## src/rtl/id_ex_hazard_stage.sv

```systemverilog
// ID/EX pipeline register with load-use bubble insertion, branch flush and
// multi-cycle mult/div hold; drives the IF-side stall and EX hold signals.
module id_ex_hazard_stage #(
  parameter int N      = 32,
  parameter int W      = 32,
  parameter int MD_LAT = 4
) (
  input  logic                 i_clk,
  input  logic                 i_rst,
  input  logic [$clog2(N)-1:0] i_rs_id,
  input  logic [$clog2(N)-1:0] i_rt_id,
  input  logic                 i_uses_rt_id,
  input  logic [$clog2(N)-1:0] i_write_reg_id,
  input  logic [W-1:0]         i_rd1_id,
  input  logic [W-1:0]         i_rd2_id,
  input  logic [W-1:0]         i_imm_id,
  input  logic [7:0]           i_ctrl_id,
  input  logic                 i_md_start_id,
  input  logic                 i_flush,
  output logic                 o_stall_if,
  output logic                 o_ex_hold,
  output logic [$clog2(N)-1:0] o_rs_ex,
  output logic [$clog2(N)-1:0] o_rt_ex,
  output logic [$clog2(N)-1:0] o_write_reg_ex,
  output logic [W-1:0]         o_rd1_ex,
  output logic [W-1:0]         o_rd2_ex,
  output logic [W-1:0]         o_imm_ex,
  output logic [7:0]           o_ctrl_ex,
  output logic                 o_md_busy
);

  localparam int IW       = $clog2(N);
  localparam int CW       = $clog2(MD_LAT);
  localparam int MEM_READ = 6;

  logic [IW-1:0] r_rs;
  logic [IW-1:0] r_rt;
  logic [IW-1:0] r_write_reg;
  logic [W-1:0]  r_rd1;
  logic [W-1:0]  r_rd2;
  logic [W-1:0]  r_imm;
  logic [7:0]    r_ctrl;
  logic [CW-1:0] r_cnt;

  logic w_md_busy;
  logic w_rs_match;
  logic w_rt_match;
  logic w_load_use;

  // A bubble carries write_reg 0, so it can never look like a pending load.
  assign w_md_busy  = (r_cnt != '0);
  assign w_rs_match = (r_write_reg == i_rs_id);
  assign w_rt_match = i_uses_rt_id & (r_write_reg == i_rt_id);
  assign w_load_use = r_ctrl[MEM_READ] & (r_write_reg != '0) & (w_rs_match | w_rt_match);

  assign o_md_busy  = w_md_busy;
  assign o_ex_hold  = w_md_busy;
  assign o_stall_if = w_md_busy | (w_load_use & ~i_flush);

  always_ff @(posedge i_clk) begin
    if (i_rst) begin
      r_rs        <= '0;
      r_rt        <= '0;
      r_write_reg <= '0;
      r_rd1       <= '0;
      r_rd2       <= '0;
      r_imm       <= '0;
      r_ctrl      <= '0;
      r_cnt       <= '0;
    end else if (w_md_busy) begin
      // Mult/div still occupies EX: fields stay put, flush cannot come from EX.
      r_cnt <= r_cnt - CW'(1);
    end else if (i_flush || w_load_use) begin
      r_rs        <= '0;
      r_rt        <= '0;
      r_write_reg <= '0;
      r_rd1       <= '0;
      r_rd2       <= '0;
      r_imm       <= '0;
      r_ctrl      <= '0;
    end else begin
      r_rs        <= i_rs_id;
      r_rt        <= i_rt_id;
      r_write_reg <= i_write_reg_id;
      r_rd1       <= i_rd1_id;
      r_rd2       <= i_rd2_id;
      r_imm       <= i_imm_id;
      r_ctrl      <= i_ctrl_id;
      if (i_md_start_id) begin
        r_cnt <= CW'(MD_LAT - 1);
      end
    end
  end

  assign o_rs_ex        = r_rs;
  assign o_rt_ex        = r_rt;
  assign o_write_reg_ex = r_write_reg;
  assign o_rd1_ex       = r_rd1;
  assign o_rd2_ex       = r_rd2;
  assign o_imm_ex       = r_imm;
  assign o_ctrl_ex      = r_ctrl;

endmodule

```

## config.mk

```make
export PLATFORM = sky130hd
export DESIGN_NAME = id_ex_hazard_stage
export DESIGN_NICKNAME = d
export VERILOG_FILES = /design/src/rtl/id_ex_hazard_stage.sv
export SDC_FILE = /design/constraint.sdc
export NUM_CORES = 1
export LEC_CHECK = 0
export ABC_AREA = 1
export CORE_MARGIN = 2
export CORE_UTILIZATION = 40
export CTS_CLUSTER_SIZE = 10
export DETAILED_ROUTE_END_ITERATION = 7
export PLACE_DENSITY = 0.83
export SYNTH_ARGS = -nofsm -noshare
export SYNTH_HDL_FRONTEND = slang
export SYNTH_SLANG_ARGS = --single-unit
export TNS_END_PERCENT = 5
```

## constraint.sdc

```tcl
create_clock -name i_clk -period 2.01 [get_ports i_clk]
set_clock_uncertainty 0.2 [all_clocks]
set_input_delay 0.201 -clock i_clk [delete_from_list [all_inputs] [get_ports i_clk]]
set_output_delay 0.201 -clock i_clk [all_outputs]
set_load 0.05 [all_outputs]
```

==> flow_metrics.py, run 1 <==
metrics = {
    "timing": {
        "rsz0062_at_grt": "yes",
        "finalCriticalPeriod_ps": 2124,
        "fin_tns_setup_ps": -145.1,
        "fmax_mhz": 470.8,
        "fin_ws_ps": -114.1,
        "worst-slew-pin-transition_ps": 565.1,
        "finalCritPeriodShare": 1.057,
        "hold_violations": 0,
        "drv_slew": 0,
        "setup_violations": 4,
        "max-slew-margin-rel": 0.6227,
    },
    "drt": {
        "vias": 5192,
        "wl_per_cell_um": 15.98,
        "avgViaCountPerCell": 4.973,
        "drt_iter0_markers": 198,
        "firstDrtPassIters": 4,
        "drtAntennaViolNets": 0,
        "drcViolationCount": 0,
        "drt-total-wl_um": 16690,
    },
    "floorplanning": {
        "core-area_mm2": 0.01399,
        "die_height_um": 124.2,
        "initial_core_util": 0.4128,
        "row_count": 43,
        "die_w_um": 124.2,
        "ios": 246,
        "dieArea_mm2": 0.01541,
    },
    "clock_network": {
        "numCtsBuffers": 17,
        "clockBufferDepth": 2,
        "cts_root_buf": "clkbuf_16",
        "clock_sinks": 121,
        "cts_tree": "built",
        "clk_pin_slew_ps": 50,
        "insertion_delay_ps": 410,
        "htreeDepth": 4,
    },
    "worst_setup_path": {
        "end_kind": "primary output",
        "start_kind": "register",
        "worstReg2RegEnd": "o_rd1_ex[18]$_SDFFE_PP0P_",
        "slowest_delay_ps": 360,
        "worst_path_max_delay_cell": "dfxtp_4",
        "cp_common_cell": "nand2_2",
        "worstPathCellList": "inv_2 -> nand2_1 -> nand2_2 -> nor2_2 -> nand3_2 -> nand2_2 -> nand2_2 -> o21ai_2 -> buf_6",
        "crit_type": "register to primary output",
        "timing.reg2reg.setup_slack_ps": -20,
        "cp.required_ps": 1610,
        "path_max_fanout": 4,
        "arrival_ps": 1720,
        "ff2ff_path_depth": 11,
        "reg2reg_from": "o_write_reg_ex[0]$_SDFFE_PP0P_",
    },
    "power_and_ir_drop": {
        "p_leak_nw": 3.732,
        "ir_drop_uv": 803.9,
        "p_total_mw": 11.13,
        "power.density_mw_per_mm2": 1209,
    },
    "placement": {
        "io_buffers": 245,
        "hpwl_um": 10890,
        "gp_congestion": 0.8385,
    },
    "outcome": {
        "violations": "setup timing",
        "outcome": "complete, but fails checks",
    },
    "synthesis": {
        "synth-seq-cells": 121,
        "synth_nets": 728,
        "synth-edff-count": 0,
        "synthArstFlopShare": 0,
        "yosysUniqueCellTypes": 23,
        "yosysSeqAreaShare": 0.4195,
        "yosys.area.top_type": "dfxtp_1",
        "yosys_warnings": 0,
        "synth.area.top_cells": "dfxtp_1 42%, nand3_2 17%, a21oi_2 15%",
        "synth_top_area_frac": 0.4195,
        "synth-main-ff-cell": "dfxtp_1",
        "synth_most_common_cell": "nand2_1",
        "netlist_instances": 603,
        "synth_top_cells_by_count": "148 x nand2_1, 121 x dfxtp_1, 100 x a21oi_2, 100 x nand3_2, 24 x nand3_1",
        "avgSynthCellArea_um2": 9.576,
        "syn_area_mm2": 0.005774,
    },
    "grt": {
        "grt_pass1_wl_um": 24840,
        "grtUsageTotal": 0.2087,
        "grt_pass1_vias": 4968,
        "grt-ovfl-total": 0,
        "grt_max_degree": 63,
        "antenna_found_initial": 0,
    },
    "hold_path": {
        "min_to": "o_write_reg_ex[1]$_SDFFE_PP0P_",
        "min_path_type": "input port to register",
        "min_from": "i_write_reg_id[1]",
        "hold_depth": 3,
    },
    "final_layout": {
        "area_growth_pct": 59.41,
        "num-nets-final": 977,
        "layout-drive-gt1-share": 0.3600,
        "nFillCells": 1101,
        "antenna_cells": 0,
    },
    "job": {
        "drv_cap": 0,
    },
}
placed cells by master (no fill, tap or decap), types with 12 or more instances in the layout:
cell type and count:
a21oi_2 100, nand2_1 137, nand3_2 102, dfxtp_1 116, nand2_2 12, buf_4 30, clkdlybuf4s50_1 199, clkbuf_16 17
inv_1 15, a21oi_1 21, nand3_1 22, dlymetal6s2s_1 31, buf_12 14
registers in the layout (all words and copies together) (netlist names):
register / flops
o_imm_ex: 32
o_rd1_ex: 32
o_rd2_ex: 32
o_ctrl_ex: 8
o_rs_ex: 5
o_rt_ex: 5
o_write_reg_ex: 5
r_cnt: 2
routing by layer:
metal	part of all wire	vias to the layer above	global-route usage
li1	-	2511	-
met2	0.47	225	0.3330
met5	0	-	0
met4	0.018	0	0.08146
met3	0.098	27	0.08745
met1	0.41	2429	0.2489
power by group:
part           internal, mW  switching (mW)  total (mW)
logic                  1.66            3.24        4.89
registers              2.77           0.192        2.96
clock network          2.23            1.05        3.28
total                  6.65            4.48        11.1
area by class of cell:
| type | count | area, um2 | share of cell area |
|---|---|---|---|
| inverter | 21 | 85.08 | 0.009243 |
| multi-input combinational | 407 | 2829 | 0.3073 |
| timing repair buffer | 284 | 2988 | 0.3246 |
| tap | 180 | 225.2 | 0.02447 |
| clock buffer | 24 | 501.7 | 0.05451 |
| sequential | 121 | 2439 | 0.2649 |
| clock inverter | 7 | 137.6 | 0.01495 |
worst max path at each step:
stage	startpoint	endpoint	slack [ps]
floorplan	o_write_reg_ex[4]$_SDFFE_PP0P_	o_stall_if	-100
global placement	i_rt_id[4]	o_rd1_ex[20]$_SDFFE_PP0P_	-150
detailed placement	i_rt_id[4]	o_rd1_ex[18]$_SDFFE_PP0P_	-210
CTS	o_write_reg_ex[1]$_SDFFE_PP0P_	o_stall_if	-60
global route	o_write_reg_ex[2]$_SDFFE_PP0P_	o_stall_if	-220
finish	o_write_reg_ex[2]$_SDFFE_PP0P_	o_stall_if	-110
critical path: cells and delay by family (launching register included):
kind,cells,cell delay (ps)
and+or+nand+nor,6,550
AOI/OAI and AO/OA,1,170
DFF,1,360
buffers and inverters,2,220
cells by family (layout without fill, tap and decap cells):
logic type	after synthesis	count (layout)	synth area share
buffers and inverters	75	336	0.1047
AND/OR/NAND/NOR	281	281	0.2971
XOR/XNOR	1	1	0.001517
flip-flops	121	121	0.4195
AO/OA/AOI/OAI	124	124	0.1751
adder cells (fa/ha/maj)	1	1	0.002167
metrics by stage:
stage	std cells	area, um2	util	hold WS [ps]	setup WS, ps
global placement	1009	8361	0.5977	251.6	-153.0
finish	1044	9205	0.6581	164.5	-114.1
global route	1044	9205	0.6581	144.6	-217.3
detailed placement	1009	8361	0.5977	255.0	-210.2
floorplan	603	5779	-	144.6	-101.0
CTS	1043	9050	0.6470	139.1	-61.60
timing repair:
| item | 4_1_cts | 5_1_grt |
|---|---|---|
| buffers inserted | 2 | 1 |
| hold buffers | 1 | 0 |
| pin swaps | 2 | 14 |
| gates resized for setup | 18 | 54 |
| endpoints found under the setup margin | 8 | 128 |
| hold endpoints to repair | 27 | 0 |
Power figures use the tool's default switching activity.
==> inputs of run 2 (changes only) <==
--- a/config.mk
+++ b/config.mk
@@ -7,10 +7,10 @@
 export LEC_CHECK = 0
 export ABC_AREA = 1
 export CORE_MARGIN = 2
-export CORE_UTILIZATION = 40
+export CORE_UTILIZATION = 30
 export CTS_CLUSTER_SIZE = 10
 export DETAILED_ROUTE_END_ITERATION = 7
-export PLACE_DENSITY = 0.83
+export PLACE_DENSITY = 0.67
 export SYNTH_ARGS = -nofsm -noshare
 export SYNTH_HDL_FRONTEND = slang
 export SYNTH_SLANG_ARGS = --single-unit
==> run 2 against run 1 <==
Compared with the run above:
- the run now ends clean
- first-iteration DRC count fell by 19%
- register-to-register slack improved by 180 ps
- combinational power grew 4.3%
- global-route usage decreased by 4.4 points
- hold slack is essentially flat
- largest cell class unchanged
- largest power group unchanged
- highest routed layer unchanged
==> flow_metrics.py, run 2 (synthesis results as in run 1) <==
metrics = {
    "drt": {
        "wl_per_cell_um": 15.24,
        "avgViaCountPerCell": 4.548,
        "drtAntennaViolNets": 0,
        "drt_iter0_markers": 161,
        "firstDrtPassIters": 4,
        "drcViolationCount": 0,
        "drt-total-wl_um": 16840,
        "vias": 5026,
    },
    "power_and_ir_drop": {
        "power_frac_comb": 0.475,
        "cell_internal_pwr_mw": 6.148,
        "p_leak_nw": 3.898,
        "swShare": 0.4275,
        "seqPwrFrac": 0.276,
        "switchingPower_mw": 4.591,
        "clkPwrFrac": 0.249,
        "ir_drop_uv": 859.8,
        "power.density_mw_per_mm2": 1166,
    },
    "grt": {
        "grt_pass1_wl_um": 26580,
        "antenna_found_initial": 0,
        "grtUsageTotal": 0.1646,
        "use_met3": 0.05869,
        "grt_pass1_vias": 5113,
        "met2_usage": 0.2606,
        "grt_max_degree": 57,
        "grt-ovfl-total": 0,
        "met1_usage": 0.2107,
        "grt.busiest_layer": "met2",
    },
    "final_layout": {
        "area_growth_pct": 59.50,
        "num-nets-final": 983,
        "final_cell_mix": "189 x clkdlybuf4s50_1, 144 x nand2_1, 116 x dfxtp_1, 100 x nand3_2, 100 x a21oi_2",
        "antenna_cells": 0,
        "layout-drive-gt1-share": 0.3502,
        "final_common_cell": "clkdlybuf4s50_1",
    },
    "clock_network": {
        "htreeDepth": 4,
        "insertion_delay_ps": 410,
        "numCtsBuffers": 17,
        "clock_sinks": 121,
        "cts_tree": "built",
        "clockBufferDepth": 2,
        "clk_pin_slew_ps": 60,
        "cts_root_buf": "clkbuf_16",
    },
    "worst_setup_path": {
        "slowest_delay_ps": 380,
        "worst-path-buf-inv": 2,
        "start_kind": "register",
        "end_kind": "primary output",
        "crit_type": "register to primary output",
        "worst_path_max_delay_cell": "dfxtp_4",
        "arrival_ps": 1610,
        "cp.required_ps": 1610,
        "crit_family": "simple AND/OR/NAND/NOR gates",
        "worstPathCellList": "inv_1 -> nand2_1 -> nand2_1 -> nor2_1 -> nand3_1 -> nand2_2 -> nand2_2 -> o21ai_2 -> buf_12",
        "path_max_fanout": 5,
    },
    "timing": {
        "fin_tns_setup_ps": 0,
        "finalCriticalPeriod_ps": 2007,
        "drv_slew": 0,
        "hold_violations": 0,
        "setup_violations": 0,
        "finalCritPeriodShare": 0.9983,
        "rsz0062_at_grt": "yes",
        "hold_slack_ps": 164.4,
        "max-slew-margin-rel": 0.6257,
        "fmax_mhz": 498.4,
        "worst-slew-pin-transition_ps": 560.5,
    },
    "floorplanning": {
        "row_count": 50,
        "die_height_um": 142.7,
        "dieArea_mm2": 0.02037,
        "core-area_mm2": 0.01877,
        "die_w_um": 142.7,
        "initial_core_util": 0.3077,
        "ios": 246,
    },
    "hold_path": {
        "min_path_type": "input port to register",
    },
    "outcome": {
        "outcome": "completed",
    },
    "placement": {
        "gp_congestion": 0.8290,
        "io_buffers": 245,
        "hpwl_um": 11250,
    },
    "job": {
        "drv_cap": 0,
    },
}
-- run 2: changes by cell type in the layout (fill, tap and decap cells not counted), moves of 3 or more --
| cell | delta |
|---|---|
| nand2_1 | +7 |
| clkinv_4 | +4 |
| buf_4 | +7 |
| nand2_2 | -7 |
| bufinv_16 | -4 |
| clkinv_2 | +3 |
| clkdlybuf4s50_1 | -10 |
| clkbuf_8 | -5 |
| nor2_1 | +3 |
| dlymetal6s2s_1 | +11 |
-- run 2: worst reg2reg max path: cells and delay by family (launching register included) --
kind / cells / cell delay [ps]
AND/OR/NAND/NOR: 2 / 200
AO/OA/AOI/OAI: 3 / 470
flip-flops: 1 / 360
buffers and inverters: 4 / 550
-- run 2: routing by layer --
metal,routed length [um],vias to the layer above
li1,-,2531
met1,7794,2291
met5,0,-
met3,1329,19
met2,7480,185
met4,239,0
-- run 2: worst paths after layout --
kind                             startpoint  cells after the start                   endpoint  slack, ps
max          o_write_reg_ex[2]$_SDFFE_PP0P_                      9                 o_stall_if          3
min                            i_rd1_id[18]                      3  o_rd1_ex[18]$_SDFFE_PP0P_        160
max reg2reg  o_write_reg_ex[2]$_SDFFE_PP0P_                      9   o_imm_ex[5]$_SDFFE_PP0P_        160
min reg2reg        o_rd1_ex[8]$_SDFFE_PP0P_                      2   o_rd1_ex[8]$_SDFFE_PP0P_        260
-- run 2: metrics by stage --
stage / utilization / instances / worst slack, ps / instance area (um2) / power (mW)
CTS: 0.4826 / 1103 / -68.49 / 9057 / 10.83
floorplan: - / 603 / -101.0 / 5779 / 6.452
global placement: 0.4510 / 1068 / -105.9 / 8464 / 7.919
global route: 0.4907 / 1105 / -127.1 / 9210 / 11.33
detailed placement: 0.4510 / 1068 / -159.2 / 8464 / 7.910
finish: 0.4907 / 1105 / 3.479 / 9210 / 10.74
-- run 2: area by class of cell --
cell class | count | area, um2
repair buffers | 290 | 3099
multi-input cells | 407 | 2776
clock buffers | 20 | 436.7
inverters | 21 | 83.83
flip-flops and latches | 121 | 2441
well taps | 234 | 292.8
fillers | 1770 | 9558
clock inverters | 12 | 80.08
-- run 2: power by group through the flow --
| stage | clock (mW) | combinational, mW | sequential [mW] |
|---|---|---|---|
| 3_5_place_dp | 0 | 4.90 | 3.01 |
| 5_1_grt | 2.90 | 5.42 | 3.01 |
| 4_1_cts | 2.78 | 5.09 | 2.97 |
| 3_3_place_gp | 0 | 4.91 | 3.01 |
| 6_report | 2.68 | 5.10 | 2.96 |
| 2_1_floorplan | 0 | 2.29 | 4.16 |
-- run 2: what timing repair did --
action                                 CTS  global route
buffers inserted                         1             1
gates resized for setup                 16            48
pin swaps                                6             6
setup endpoints to repair                5            45
hold buffers                             1             0
cloned                                   1             1
endpoints found under the hold margin   11             0
